==> config.mk <==
export PLATFORM = sky130hd
export DESIGN_NAME = rng_share_arbiter
export DESIGN_NICKNAME = d
export VERILOG_FILES = /design/src/rtl/rng_pkg.sv /design/src/rtl/lfsr10_core.sv /design/src/rtl/rng_share_arbiter.sv
export SDC_FILE = /design/constraint.sdc
export NUM_CORES = 1
export LEC_CHECK = 0
export ABC_AREA = 1
export CORE_AREA = 2 2 58 60
export CTS_CLUSTER_SIZE = 30
export DETAILED_ROUTE_END_ITERATION = 12
export DIE_AREA = 0 0 60 62
export DONT_BUFFER_PORTS = 1
export PLACE_DENSITY = 0.71
export SYNTH_ARGS = -nofsm -noshare
export SYNTH_HDL_FRONTEND = slang
export SYNTH_SLANG_ARGS = --single-unit
==> constraint.sdc <==
create_clock -name clock -period 1.8 [get_ports clock]
set_clock_uncertainty 0.1 [all_clocks]
set_input_delay 0.27 -clock clock [delete_from_list [all_inputs] [get_ports clock]]
set_output_delay 0.27 -clock clock [all_outputs]
set_load 0.02 [all_outputs]
==> src/rtl/rng_pkg.sv <==
// Shared LFSR constants, arbiter state encoding and the 10-bit XNOR LFSR step
// for the rng_share_arbiter slice (x^10+x^7+x^3+x^2+1, lockup at all-ones).
package rng_pkg;

    localparam int                LFSR_W      = 10;
    localparam logic [LFSR_W-1:0] LFSR_SEED   = 10'h3E7;
    localparam logic [LFSR_W-1:0] LFSR_LOCKUP = 10'h3FF;

    typedef enum logic {
        FILL  = 1'b0,
        READY = 1'b1
    } state_t;

    function automatic logic [LFSR_W-1:0] lfsr_next(input logic [LFSR_W-1:0] s);
        return {s[8:0], ~(s[9] ^ s[6] ^ s[2] ^ s[1])};
    endfunction

endpackage

==> src/rtl/lfsr10_core.sv <==
// 10-bit XNOR LFSR register: load beats shift, holds otherwise.
// Latency: new state visible one cycle after i_shift/i_load; no backpressure.
module lfsr10_core
    import rng_pkg::*;
#(
    parameter logic [LFSR_W-1:0] SEED = LFSR_SEED
) (
    input  logic              clock,
    input  logic              reset,
    input  logic              i_shift,
    input  logic              i_load,
    input  logic [LFSR_W-1:0] i_load_val,
    output logic [LFSR_W-1:0] o_lfsr
);

    logic [LFSR_W-1:0] r_lfsr;

    always_ff @(posedge clock or posedge reset) begin
        if (reset) begin
            r_lfsr <= SEED;
        end else if (i_load) begin
            r_lfsr <= i_load_val;
        end else if (i_shift) begin
            r_lfsr <= lfsr_next(r_lfsr);
        end
    end

    assign o_lfsr = r_lfsr;

endmodule

==> src/rtl/rng_share_arbiter.sv <==
// Round-robin share of one LFSR among NUM_REQ clients; grant one cycle after a READY request,
// then SHIFTS refill cycles before the next value. Optional reseed port under RNG_SEED_LOAD_EN.
module rng_share_arbiter
    import rng_pkg::*;
#(
    parameter int                NUM_REQ = 4,
    parameter int                SHIFTS  = 10,
    parameter logic [LFSR_W-1:0] SEED    = LFSR_SEED
) (
    input  logic               clock,
    input  logic               reset,
`ifdef RNG_SEED_LOAD_EN
    input  logic               seed_load,
    input  logic [LFSR_W-1:0]  seed_in,
`endif
    input  logic [NUM_REQ-1:0] req,
    output logic [NUM_REQ-1:0] grant,
    output logic [LFSR_W-1:0]  rnd_data,
    output logic               rnd_valid,
    output logic               ready
);

    localparam int               PTR_W     = (NUM_REQ > 1) ? $clog2(NUM_REQ) : 1;
    localparam int               CNT_W     = (SHIFTS > 1) ? $clog2(SHIFTS) : 1;
    localparam logic [CNT_W-1:0] CNT_LAST  = CNT_W'(SHIFTS - 1);
    localparam logic [PTR_W-1:0] PTR_LAST  = PTR_W'(NUM_REQ - 1);
    localparam logic [PTR_W:0]   NUM_REQ_X = (PTR_W + 1)'(NUM_REQ);

    state_t             r_state;
    logic [CNT_W-1:0]   r_cnt;
    logic [PTR_W-1:0]   r_ptr;
    logic [NUM_REQ-1:0] r_grant;
    logic [LFSR_W-1:0]  r_data;
    logic               r_valid;
    logic               r_ready;

    logic [LFSR_W-1:0]  w_lfsr;
    logic               w_shift;
    logic               w_load;
    logic [LFSR_W-1:0]  w_load_val;
    logic               w_found;
    logic [PTR_W:0]     w_sum;
    logic [PTR_W-1:0]   w_winner;
    logic [PTR_W-1:0]   w_ptr_nxt;
    logic [NUM_REQ-1:0] w_grant_oh;

`ifdef RNG_SEED_LOAD_EN
    // All-ones would lock the XNOR LFSR, so fall back to the reset seed.
    assign w_load     = seed_load;
    assign w_load_val = (seed_in == LFSR_LOCKUP) ? SEED : seed_in;
`else
    assign w_load     = 1'b0;
    assign w_load_val = SEED;
`endif

    assign w_shift = (r_state == FILL);

    lfsr10_core #(
        .SEED (SEED)
    ) u_lfsr (
        .clock      (clock),
        .reset      (reset),
        .i_shift    (w_shift),
        .i_load     (w_load),
        .i_load_val (w_load_val),
        .o_lfsr     (w_lfsr)
    );

    // Search ptr, ptr+1, ... with explicit wrap so non-power-of-2 NUM_REQ never indexes past the end.
    always_comb begin
        w_found    = 1'b0;
        w_winner   = '0;
        w_sum      = '0;
        w_grant_oh = '0;
        for (int i = 0; i < NUM_REQ; i++) begin
            w_sum = {1'b0, r_ptr} + (PTR_W + 1)'(i);
            if (w_sum >= NUM_REQ_X) begin
                w_sum = w_sum - NUM_REQ_X;
            end
            if (!w_found && req[w_sum[PTR_W-1:0]]) begin
                w_found  = 1'b1;
                w_winner = w_sum[PTR_W-1:0];
            end
        end
        w_grant_oh[w_winner] = 1'b1;
    end

    assign w_ptr_nxt = (w_winner == PTR_LAST) ? '0 : w_winner + 1'b1;

    always_ff @(posedge clock or posedge reset) begin
        if (reset) begin
            r_state <= FILL;
            r_cnt   <= '0;
            r_ptr   <= '0;
            r_grant <= '0;
            r_data  <= '0;
            r_valid <= 1'b0;
            r_ready <= 1'b0;
        end else begin
            r_grant <= '0;
            r_valid <= 1'b0;
            if (w_load) begin
                r_state <= FILL;
                r_cnt   <= '0;
                r_ready <= 1'b0;
            end else begin
                case (r_state)
                    FILL: begin
                        if (r_cnt == CNT_LAST) begin
                            r_state <= READY;
                            r_cnt   <= '0;
                            r_ready <= 1'b1;
                        end else begin
                            r_cnt <= r_cnt + 1'b1;
                        end
                    end
                    READY: begin
                        if (w_found) begin
                            r_grant <= w_grant_oh;
                            r_data  <= w_lfsr;
                            r_valid <= 1'b1;
                            r_ptr   <= w_ptr_nxt;
                            r_state <= FILL;
                            r_cnt   <= '0;
                            r_ready <= 1'b0;
                        end
                    end
                endcase
            end
        end
    end

    assign grant     = r_grant;
    assign rnd_data  = r_data;
    assign rnd_valid = r_valid;
    assign ready     = r_ready;

endmodule

==> impl_metrics.py, run 1 <==
metrics = {
    "outcome": {
        "outcome": "finished with violations",
        "violations": "setup timing",
    },
    "drt": {
        "num_vias": 1390,
        "via_per_inst": 4.93,
        "drt_pre_antenna_iters": 4,
        "drt.antenna.violating_nets": 0,
        "routedWlPerCell_um": 12.6,
        "drt-total-wl_mm": 3.56,
        "remaining_routing_drc_violations": 0,
        "detailedRoute.firstIterationViolations": 50,
    },
    "power_and_ir_drop": {
        "seq_power_share": 0.332,
        "internal_power_mw": 2.62,
        "design_power_total_mw": 4.65,
        "netSwitchingPower_mw": 2.04,
        "sw_frac_of_total": 0.438,
        "cellPowerDensity_nw_per_um2": 2180,
        "total_leakage_power_nw": 1.12,
        "peakVddDrop_mv": 1.16,
        "clockPowerShare": 0.148,
        "power_frac_comb": 0.520,
    },
    "synthesis": {
        "yosys.area_share.adder": 0.0451,
        "yosys-top-cells-area": "sky130_fd_sc_hd__dfrtp_1, sky130_fd_sc_hd__nand2_1, sky130_fd_sc_hd__dfstp_2, sky130_fd_sc_hd__nand3_1, sky130_fd_sc_hd__inv_1",
        "complex_gate_fraction_of_the_synthesized_area": 0.0271,
        "cell_count_after_synthesis": 209,
        "muxShareOfSynthArea": 0,
        "synth_top_area_share": 0.376,
        "synth_xor_area_frac": 0.0263,
        "synth_top_family_by_area": "simple AND/OR/NAND/NOR gates",
        "synth_simple_gate_area_share": 0.315,
        "synth_area_um2": 1660,
        "synth.net_count": 221,
        "synth.ff_latch_count": 33,
        "synth_sequential_area_ratio": 0.503,
        "ys_types": 21,
        "synth-warning-count": 0,
        "post_synth.cell_area_avg_um2": 7.96,
        "netlist.top_cell.by_area": "sky130_fd_sc_hd__dfrtp_1",
    },
    "timing": {
        "hold_viol_final": 0,
        "setup_ws_ns": -0.131,
        "holdWs_ns": 0.359,
        "fin_crit_ns": 1.93,
        "setup-violations-final": 17,
        "slew_headroom": 0.722,
        "unrepaired_setup_endpoints_after_global_routing": "true",
        "worst_pin_slew_ns": 0.416,
        "slew_viol_final": 0,
        "achievable-frequency_mhz": 518,
        "timing.setup.tns_ns": -0.670,
        "final_min_period_over_clock_period": 1.07,
    },
    "worst_setup_path": {
        "worst-setup-path-type": "reg -> reg",
        "data_required_time_at_the_worst_endpoint_ns": 1.93,
        "worst-endpoint-arrival_ns": 2.07,
        "critPathTopFamily": "simple AND/OR/NAND/NOR gates",
        "ff2ff_setup_slack_ns": -0.13,
        "cp-end-kind": "flip-flop",
        "setup_crit_start_kind": "flip-flop",
        "crit_path_max_fanout": 5,
        "critical_path.max_stage_delay_ns": 0.44,
        "cp_slowest_cell": "sky130_fd_sc_hd__dfrtp_1",
        "worstPathBufferInverterCount": 5,
        "crit_chain": "buf_6, nand2_1, nand3_1, nand2_1, inv_1, nand4_1, nand2_2, inv_2, buf_6, ha_4, inv_2, nor2_2",
    },
    "clock_tree": {
        "cts-root-buf": "sky130_fd_sc_hd__clkbuf_4",
        "clk_transition_reported_paths_ns": 0.11,
        "clock_latency_ns": 0.33,
        "cts.sinks": 33,
        "clock_tree.htree_level_count": 2,
        "numCtsBuffers": 5,
        "ctsLongestPathBuffers": 2,
        "tritoncts": "done",
    },
    "place": {
        "place.port_buffers": 0,
        "detailedPlace.worstSlack_ns": -0.132,
        "detailedPlacementHpwl_mm": 2.07,
        "gp_routability_congestion": 0.815,
    },
    "global_route": {
        "grt_start_max_net_pins": 34,
        "gr-usage-all-layers": 0.191,
        "grt.overflow.total": 0,
        "wire_length_of_the_first_global_routing_pass_mm": 5.17,
        "number_of_antenna_violations_at_the_first_check_in_global_routing": 0,
        "grt_pass1_vias": 1232,
    },
    "floorplanning": {
        "fp.dieArea_um2": 3720,
        "die_height_um": 62,
        "core_area_um2": 3180,
        "io-pin-count": 22,
        "start_util": 0.523,
        "row_count": 21,
        "die-width_um": 60,
    },
    "cells_and_area": {
        "area_growth_syn_to_layout_pct": 28.1,
        "antennaDiodeCount": 0,
        "final_util": 0.670,
        "finish.net_count": 247,
        "drive_above_1_share": 0.347,
    },
    "run": {
        "maxCapViolations": 0,
    },
    "hold_path": {
        "worst_hold_check_path_type": "in -> async",
    },
}
==> cell usage after synthesis <==
master                     count
sky130_fd_sc_hd__xor2_1        3
sky130_fd_sc_hd__o21ai_1       1
sky130_fd_sc_hd__dfstp_2       8
sky130_fd_sc_hd__buf_4         2
sky130_fd_sc_hd__buf_1         1
sky130_fd_sc_hd__inv_2         1
sky130_fd_sc_hd__dfrtp_1      25
sky130_fd_sc_hd__nand3_4       1
sky130_fd_sc_hd__nand2_4       1
sky130_fd_sc_hd__nand4_1       2
sky130_fd_sc_hd__nor2_1        8
sky130_fd_sc_hd__buf_6         1
sky130_fd_sc_hd__nand2_2       1
sky130_fd_sc_hd__nand3_1      21
sky130_fd_sc_hd__inv_1        25
sky130_fd_sc_hd__nand2_1      88
sky130_fd_sc_hd__o21ai_0       8
sky130_fd_sc_hd__clkbuf_1      3
sky130_fd_sc_hd__ha_1          6
sky130_fd_sc_hd__nor2_4        1
sky130_fd_sc_hd__xnor2_1       2
==> sequential cells by signal, indices dropped and copies added, names as in the netlist <==
name,flops
rnd_data,10
rnd_valid,1
ready,1
r_state,1
grant,4
u_lfsr.o_lfsr,10
r_ptr,2
r_cnt,4
==> final cells by class <==
cell class	instances	area, um2
clock buffers	5	37.5
inverters	26	97.6
multi-input cells	144	831
repair buffers	25	205
well taps	46	57.6
clock inverters	3	65.1
fillers	256	1050
flip-flops and latches	33	837
==> kinds of logic (layout without fill, tap and decap cells) <==
family	after synthesis	in the layout
and+or+nand+nor	123	124
DFF	33	33
buffers and inverters	33	59
AOI/OAI and AO/OA	9	9
adders and majority gates	6	6
xor gates and xnor gates	5	5
==> through the flow <==
| step | area (um2) | instances |
|---|---|---|
| finish | 2130 | 282 |
| global route | 2130 | 282 |
| CTS | 2000 | 277 |
| detailed placement | 1800 | 264 |
| global placement | 1800 | 264 |
| floorplan | 1670 | 209 |
==> layer usage <==
layer,wire length [um],vias up,GRT usage
li1,-,695,-
met1,1580,651,0.241
met2,1750,38,0.309
met3,169,6,0.0600
met4,60,0,0.0730
met5,0,-,0
==> final timing paths <==
path	to	cells past startpoint	from
min	rnd_data[3]	3	reset
max reg2reg	grant[2]	12	r_ptr[0]
min in group clock	u_lfsr.o_lfsr[1]	2	u_lfsr.o_lfsr[0]
min reg2reg	u_lfsr.o_lfsr[1]	2	u_lfsr.o_lfsr[0]
max in group asynchronous	u_lfsr.o_lfsr[7]	3	reset
max	grant[2]	12	r_ptr[0]
==> what timing repair did <==
action                     in CTS  in global routing
cloned                          0                  1
hold endpoints to repair       25                  0
buffers inserted                4                  5
setup endpoints to repair      23                 23
gates resized for setup        20                 24
hold buffers                    1                  0
pin swaps                       7                 10
==> tightest hold or removal path, stage by stage <==
cell	delay, ns
sky130_fd_sc_hd__dlygate4sd3_1	0.54
sky130_fd_sc_hd__inv_1	0.05
sky130_fd_sc_hd__buf_4	0.36
==> power by group through the flow <==
stage / clock (mW) / combinational (mW) / sequential [mW]
2_1_floorplan: 0 / 1.27 / 1.48
6_report: 0.687 / 2.42 / 1.54
5_1_grt: 0.739 / 2.72 / 1.60
3_3_place_gp: 0 / 1.69 / 1.55
4_1_cts: 0.700 / 1.97 / 1.54
3_5_place_dp: 0 / 1.75 / 1.55
==> cell usage in the layout, fill, tap and decap left out, types with 3 or more instances in the layout <==
| master | n |
|---|---|
| sky130_fd_sc_hd__nor2_1 | 6 |
| sky130_fd_sc_hd__inv_1 | 17 |
| sky130_fd_sc_hd__dfrtp_1 | 24 |
| sky130_fd_sc_hd__inv_2 | 9 |
| sky130_fd_sc_hd__o21ai_0 | 7 |
| sky130_fd_sc_hd__ha_1 | 3 |
| sky130_fd_sc_hd__buf_4 | 20 |
| sky130_fd_sc_hd__nand2_2 | 12 |
| sky130_fd_sc_hd__nand2_1 | 75 |
| sky130_fd_sc_hd__buf_6 | 4 |
| sky130_fd_sc_hd__clkbuf_4 | 5 |
| sky130_fd_sc_hd__nand2_4 | 3 |
| sky130_fd_sc_hd__nand3_1 | 14 |
| sky130_fd_sc_hd__dfstp_2 | 8 |
| sky130_fd_sc_hd__nand3_2 | 7 |
| sky130_fd_sc_hd__xor2_1 | 3 |
Note: power is estimated with default switching activity, not from simulation.
==> inputs of run 2 (changes only) <==
--- a/config.mk
+++ b/config.mk
@@ -15,3 +15,4 @@
 export SYNTH_ARGS = -nofsm -noshare
 export SYNTH_HDL_FRONTEND = slang
 export SYNTH_SLANG_ARGS = --single-unit
+export TNS_END_PERCENT = 30
==> run 2 against run 1 <==
The run still ends with setup timing left. Clock-buffer cell count unchanged. Non-clock buffer count is 1 higher. Clock power is essentially flat. Global-route usage unchanged. Sequential cell count unchanged.
==> impl_metrics.py, run 2 (synthesized netlist as in run 1, its figures left out) <==
metrics = {
    "outcome": {
        "outcome": "finished with violations",
        "violations": "setup timing",
    },
    "cells_and_area": {
        "multi_input_comb_area_um2": 836,
        "final_common_cell": "sky130_fd_sc_hd__nand2_1",
        "stdcell_count": 283,
        "area_growth_syn_to_layout_pct": 29.1,
        "antennaDiodeCount": 0,
        "final_cell_mix": "sky130_fd_sc_hd__nand2_1, sky130_fd_sc_hd__dfrtp_1, sky130_fd_sc_hd__buf_4",
        "num-fill-cells": 254,
        "finish.net_count": 248,
        "design_area_um2": 2150,
        "sequential_cell_area_um2": 837,
        "drive_above_1_share": 0.354,
    },
    "power_and_ir_drop": {
        "peakVddDrop_mv": 1.11,
        "cellPowerDensity_nw_per_um2": 2210,
        "total_leakage_power_nw": 1.13,
    },
    "worst_setup_path": {
        "setup_crit_start_kind": "flip-flop",
        "ff2ff_setup_slack_ns": -0.16,
        "critical_path.startpoint": "r_ptr[0]",
        "crit_path_max_fanout": 7,
        "reg2reg_from": "r_ptr[0]",
        "cp-end-kind": "flip-flop",
        "worst-setup-path-type": "reg -> reg",
        "worst-endpoint-arrival_ns": 2.14,
        "data_required_time_at_the_worst_endpoint_ns": 1.98,
    },
    "drt": {
        "num_vias": 1393,
        "drt_pre_antenna_iters": 4,
        "drt-total-wl_mm": 3.81,
        "drt.antenna.violating_nets": 0,
        "routedWlPerCell_um": 13.5,
        "via_per_inst": 4.92,
        "remaining_routing_drc_violations": 0,
        "detailedRoute.firstIterationViolations": 85,
    },
    "place": {
        "placed_area_um2": 1800,
        "gp_routability_congestion": 0.815,
        "placedCellCount": 264,
        "place.port_buffers": 0,
        "detailedPlacementHpwl_mm": 2.07,
    },
    "clock_tree": {
        "cts.sinks": 33,
        "clock_tree.htree_level_count": 2,
        "clock_latency_ns": 0.33,
        "cts-root-buf": "sky130_fd_sc_hd__clkbuf_4",
        "numCtsBuffers": 5,
        "ctsLongestPathBuffers": 2,
        "clk_transition_reported_paths_ns": 0.11,
        "tritoncts": "done",
    },
    "timing": {
        "hold_viol_final": 0,
        "achievable-frequency_mhz": 509,
        "worst_pin_slew_ns": 0.420,
        "unrepaired_setup_endpoints_after_global_routing": "true",
        "final_min_period_over_clock_period": 1.09,
        "setup-violations-final": 17,
        "fin_crit_ns": 1.96,
        "slew_viol_final": 0,
        "setup_ws_ns": -0.164,
        "slew_headroom": 0.720,
    },
    "hold_path": {
        "worst_hold_check_path_type": "in -> async",
    },
    "floorplanning": {
        "io-pin-count": 22,
        "core_area_um2": 3180,
        "fp.dieArea_um2": 3720,
        "row_count": 21,
        "start_util": 0.523,
        "die-width_um": 60,
        "die_height_um": 62,
    },
    "global_route": {
        "grt.overflow.total": 0,
        "wire_length_of_the_first_global_routing_pass_mm": 5.17,
        "grt_pass1_vias": 1232,
        "gr-usage-all-layers": 0.191,
        "number_of_antenna_violations_at_the_first_check_in_global_routing": 0,
        "grt_start_max_net_pins": 34,
    },
    "run": {
        "maxCapViolations": 0,
    },
}
==> run 2: cell types whose count changed in the layout (fill, tap and decap cells not counted), sizes merged <==
cell / before / now
buf: 24 / 25
==> run 2: layout make-up <==
cell class | count | area share
Clock buffer | 5 | 0.0175
Timing Repair Buffer | 26 | 0.101
Multi-Input combinational cell | 144 | 0.389
Clock inverter | 3 | 0.0303
Inverter | 26 | 0.0455
Sequential cell | 33 | 0.390
Tap cell | 46 | 0.0268
==> run 2: metrics by stage <==
step	power, mW	setup TNS (ns)	util	hold slack (ns)	setup slack [ns]
final	4.74	-0.862	0.675	0.355	-0.164
after detailed placement	3.30	-0.433	0.567	0.176	-0.132
after CTS	4.21	-0.296	0.628	0.355	-0.0689
after global routing	5.15	-3.51	0.675	0.382	-0.261
after global placement	3.24	-0.0821	0.567	0.168	-0.0435
after floorplan	2.75	0	-	0.293	0.0221
==> run 2: worst paths after layout <==
check / end / cells past startpoint
max: r_ptr[1] / 11
min: rnd_data[1] / 3
max reg2reg: r_ptr[1] / 11
min reg2reg: u_lfsr.o_lfsr[1] / 2
max in group asynchronous: u_lfsr.o_lfsr[7] / 3
min in group clock: u_lfsr.o_lfsr[1] / 2
==> run 2: per-layer routing <==
| layer | global-route usage | vias up | part of all wire |
|---|---|---|---|
| met2 | 0.309 | 33 | 0.51 |
| li1 | - | 695 | - |
| met5 | 0 | - | 0 |
| met1 | 0.241 | 658 | 0.42 |
| met4 | 0.0730 | 0 | 0.019 |
| met3 | 0.0600 | 7 | 0.042 |
==> run 2: repair_timing <==
item                                    4_1_cts  5_1_grt
endpoints found under the hold margin        25        0
hold buffers                                  1        0
endpoints found under the setup margin       23       23
resized for setup                            20       26
pin swaps                                     7       10
setup buffers                                 4        5
cloned                                        0        1
==> run 2: critical path: stages, from the launching register on <==
cell and delay, ns:
sky130_fd_sc_hd__dfrtp_1 0.44, sky130_fd_sc_hd__inv_2 0.14, sky130_fd_sc_hd__nand2_1 0.12, sky130_fd_sc_hd__nand3_1 0.10, sky130_fd_sc_hd__nand2_1 0.11, sky130_fd_sc_hd__inv_1 0.16
sky130_fd_sc_hd__nand4_1 0.16, sky130_fd_sc_hd__nand2_2 0.12, sky130_fd_sc_hd__inv_2 0.06, sky130_fd_sc_hd__ha_4 0.27, sky130_fd_sc_hd__nand3_2 0.05, sky130_fd_sc_hd__nand2_1 0.07
==> run 2: power by group <==
group	switching (mW)	internal [mW]
sequential	0.426	1.12
combinational	1.41	1.10
clock	0.255	0.430
total	2.09	2.65
==> inputs of run 3 (changes only) <==
--- a/config.mk
+++ b/config.mk
@@ -6,11 +6,11 @@
 export NUM_CORES = 1
 export LEC_CHECK = 0
 export ABC_AREA = 1
-export CORE_AREA = 2 2 58 60
+export BUFFER_PORTS_ARGS = -buffer_cell sky130_fd_sc_hd__buf_2
+export CORE_AREA = 2 2 61 63
 export CTS_CLUSTER_SIZE = 30
 export DETAILED_ROUTE_END_ITERATION = 12
-export DIE_AREA = 0 0 60 62
-export DONT_BUFFER_PORTS = 1
+export DIE_AREA = 0 0 63 65
 export PLACE_DENSITY = 0.71
 export SYNTH_ARGS = -nofsm -noshare
 export SYNTH_HDL_FRONTEND = slang
==> run 3 against run 2 <==
The run still ends with setup timing left. Maximum frequency rose by 7.1%. Worst setup slack improved by 0.13 ns. Final area rose by 1.4%. Final cell count rose by 6.0%. Sequential share of layout area fell by 0.48 points. Sequential cell count did not move. Sequential power fell by 12%. Non-clock buffer count rose by 16. Clock-buffer cell count rose by 1. Clock power fell by 43%. Via count rose by 2.1%. Critical endpoint unchanged. Highest routed layer unchanged.
==> impl_metrics.py, run 3 (synthesized netlist as in run 1, its figures left out) <==
metrics = {
    "clock_tree": {
        "numCtsBuffers": 5,
        "clk_transition_reported_paths_ns": 0.10,
        "clock_latency_ns": 0.33,
        "tritoncts": "done",
        "clock_tree.htree_level_count": 2,
        "cts.sinks": 33,
        "cts-root-buf": "sky130_fd_sc_hd__clkbuf_4",
        "ctsLongestPathBuffers": 2,
    },
    "worst_setup_path": {
        "crit_chain": "buf_6, nand2_2, o21ai_4, nand2_2, nand2_2, nor2_4, nand3_4, nand3_2, inv_2, ha_4, nand3_2, nand2_1",
        "cp_slowest_cell": "sky130_fd_sc_hd__dfrtp_2",
        "cp-end-kind": "flip-flop",
        "data_required_time_at_the_worst_endpoint_ns": 1.97,
        "ff2ff_setup_slack_ns": -0.03,
        "critPathTopFamily": "simple AND/OR/NAND/NOR gates",
        "setup_crit_start_kind": "flip-flop",
        "worstPathBufferInverterCount": 2,
        "crit_path_max_fanout": 5,
        "worst-endpoint-arrival_ns": 2.01,
        "worst-setup-path-type": "reg -> reg",
        "critical-path-top-cell-by-count": "sky130_fd_sc_hd__nand2_2",
        "critical_path.max_stage_delay_ns": 0.46,
    },
    "place": {
        "gp_routability_congestion": 0.853,
        "detailedPlacementHpwl_mm": 2.17,
        "detailedPlace.worstSlack_ns": -0.102,
        "placed_area_um2": 1890,
        "placedCellCount": 284,
        "place.port_buffers": 21,
    },
    "cells_and_area": {
        "area_growth_syn_to_layout_pct": 30.9,
        "final_common_cell": "sky130_fd_sc_hd__nand2_1",
        "final_cell_mix": "sky130_fd_sc_hd__nand2_1, sky130_fd_sc_hd__dfrtp_1, sky130_fd_sc_hd__buf_2",
        "stdcell_count": 300,
        "design_area_um2": 2180,
        "antennaDiodeCount": 0,
        "finish.net_count": 263,
        "drive_above_1_share": 0.409,
        "num-fill-cells": 311,
    },
    "global_route": {
        "grt_pass1_vias": 1362,
        "gr-usage-all-layers": 0.178,
        "wire_length_of_the_first_global_routing_pass_mm": 5.69,
        "number_of_antenna_violations_at_the_first_check_in_global_routing": 0,
        "grt.overflow.total": 0,
        "grt_start_max_net_pins": 34,
    },
    "drt": {
        "via_per_inst": 4.74,
        "drt.antenna.violating_nets": 0,
        "routedWlPerCell_um": 11.4,
        "num_vias": 1422,
        "remaining_routing_drc_violations": 0,
        "drt-total-wl_mm": 3.43,
        "detailedRoute.firstIterationViolations": 46,
        "drt_pre_antenna_iters": 4,
    },
    "timing": {
        "fin_crit_ns": 1.83,
        "setup-violations-final": 4,
        "achievable-frequency_mhz": 545,
        "final_min_period_over_clock_period": 1.02,
        "worst_pin_slew_ns": 0.406,
        "hold_viol_final": 0,
        "unrepaired_setup_endpoints_after_global_routing": "true",
        "slew_viol_final": 0,
        "holdWs_ns": 0.374,
        "slew_headroom": 0.729,
        "setup_ws_ns": -0.0342,
    },
    "power_and_ir_drop": {
        "cellPowerDensity_nw_per_um2": 2000,
        "total_leakage_power_nw": 1.18,
        "design_power_total_mw": 4.35,
        "peakVddDrop_mv": 0.625,
    },
    "run": {
        "maxCapViolations": 0,
    },
    "floorplanning": {
        "die_height_um": 65,
        "io-pin-count": 22,
        "core_area_um2": 3500,
        "die-width_um": 63,
        "row_count": 22,
        "start_util": 0.476,
        "fp.dieArea_um2": 4100,
    },
    "hold_path": {
        "worst_hold_check_path_type": "reg -> reg",
    },
    "outcome": {
        "violations": "setup timing",
        "outcome": "finished with violations",
    },
}
[run 3: where the power goes]
part,total [mW],switching (mW),leakage [nW],internal (mW)
Clock,0.388,0.240,0.0320,0.149
Combinational,2.59,1.51,0.744,1.08
Sequential,1.37,0.249,0.404,1.12
[run 3: area by class of cell]
class / instances / area [um2] / share of cell area
clock buffers: 6 / 41.3 / 0.0190
well taps: 48 / 60.1 / 0.0276
flip-flops and latches: 33 / 838 / 0.385
multi-input cells: 143 / 842 / 0.387
clock inverters: 2 / 10.0 / 0.00460
repair buffers: 42 / 280 / 0.129
inverters: 26 / 105 / 0.0483
[run 3: path summary, 6_finish.rpt]
check,startpoint,depth (start not counted),end
setup / recovery,r_ptr[0],12,r_ptr[1]
hold / removal,ready,2,ready
setup reg to reg,r_ptr[0],12,r_ptr[1]
hold reg to reg,ready,2,ready
max in group asynchronous,reset,4,u_lfsr.o_lfsr[7]
min in group asynchronous,reset,4,grant[0]
[run 3: through the flow]
stage	utilization	TNS (ns)
2_1_floorplan	-	0
3_3_place_gp	0.540	-0.0599
3_5_place_dp	0.540	-0.252
4_1_cts	0.586	-0.0754
5_1_grt	0.623	-0.604
6_report	0.623	-0.0765
[run 3: routing by layer]
layer / routed length (um) / track usage / vias up
li1: - / - / 727
met1: 1540 / 0.217 / 669
met2: 1730 / 0.295 / 20
met3: 90 / 0.0365 / 6
met4: 78 / 0.100 / 0
met5: 0 / 0 / -
[run 3: worst register-to-register path, stage by stage, from the launching register on]
cell and delay [ns]:
sky130_fd_sc_hd__dfrtp_2 0.46, sky130_fd_sc_hd__buf_6 0.15, sky130_fd_sc_hd__nand2_2 0.07, sky130_fd_sc_hd__o21ai_4 0.06, sky130_fd_sc_hd__nand2_2 0.08, sky130_fd_sc_hd__nand2_2 0.07, sky130_fd_sc_hd__nor2_4 0.13, sky130_fd_sc_hd__nand3_4 0.10
sky130_fd_sc_hd__nand3_2 0.10, sky130_fd_sc_hd__inv_2 0.06, sky130_fd_sc_hd__ha_4 0.26, sky130_fd_sc_hd__nand3_2 0.05, sky130_fd_sc_hd__nand2_1 0.08
[run 3: repair_timing]
action	4_1_cts	5_1_grt
hold buffers	1	0
pin swaps	9	17
resized for setup	23	32
hold endpoints to repair	25	0
endpoints found under the setup margin	10	23
buffers inserted	3	4
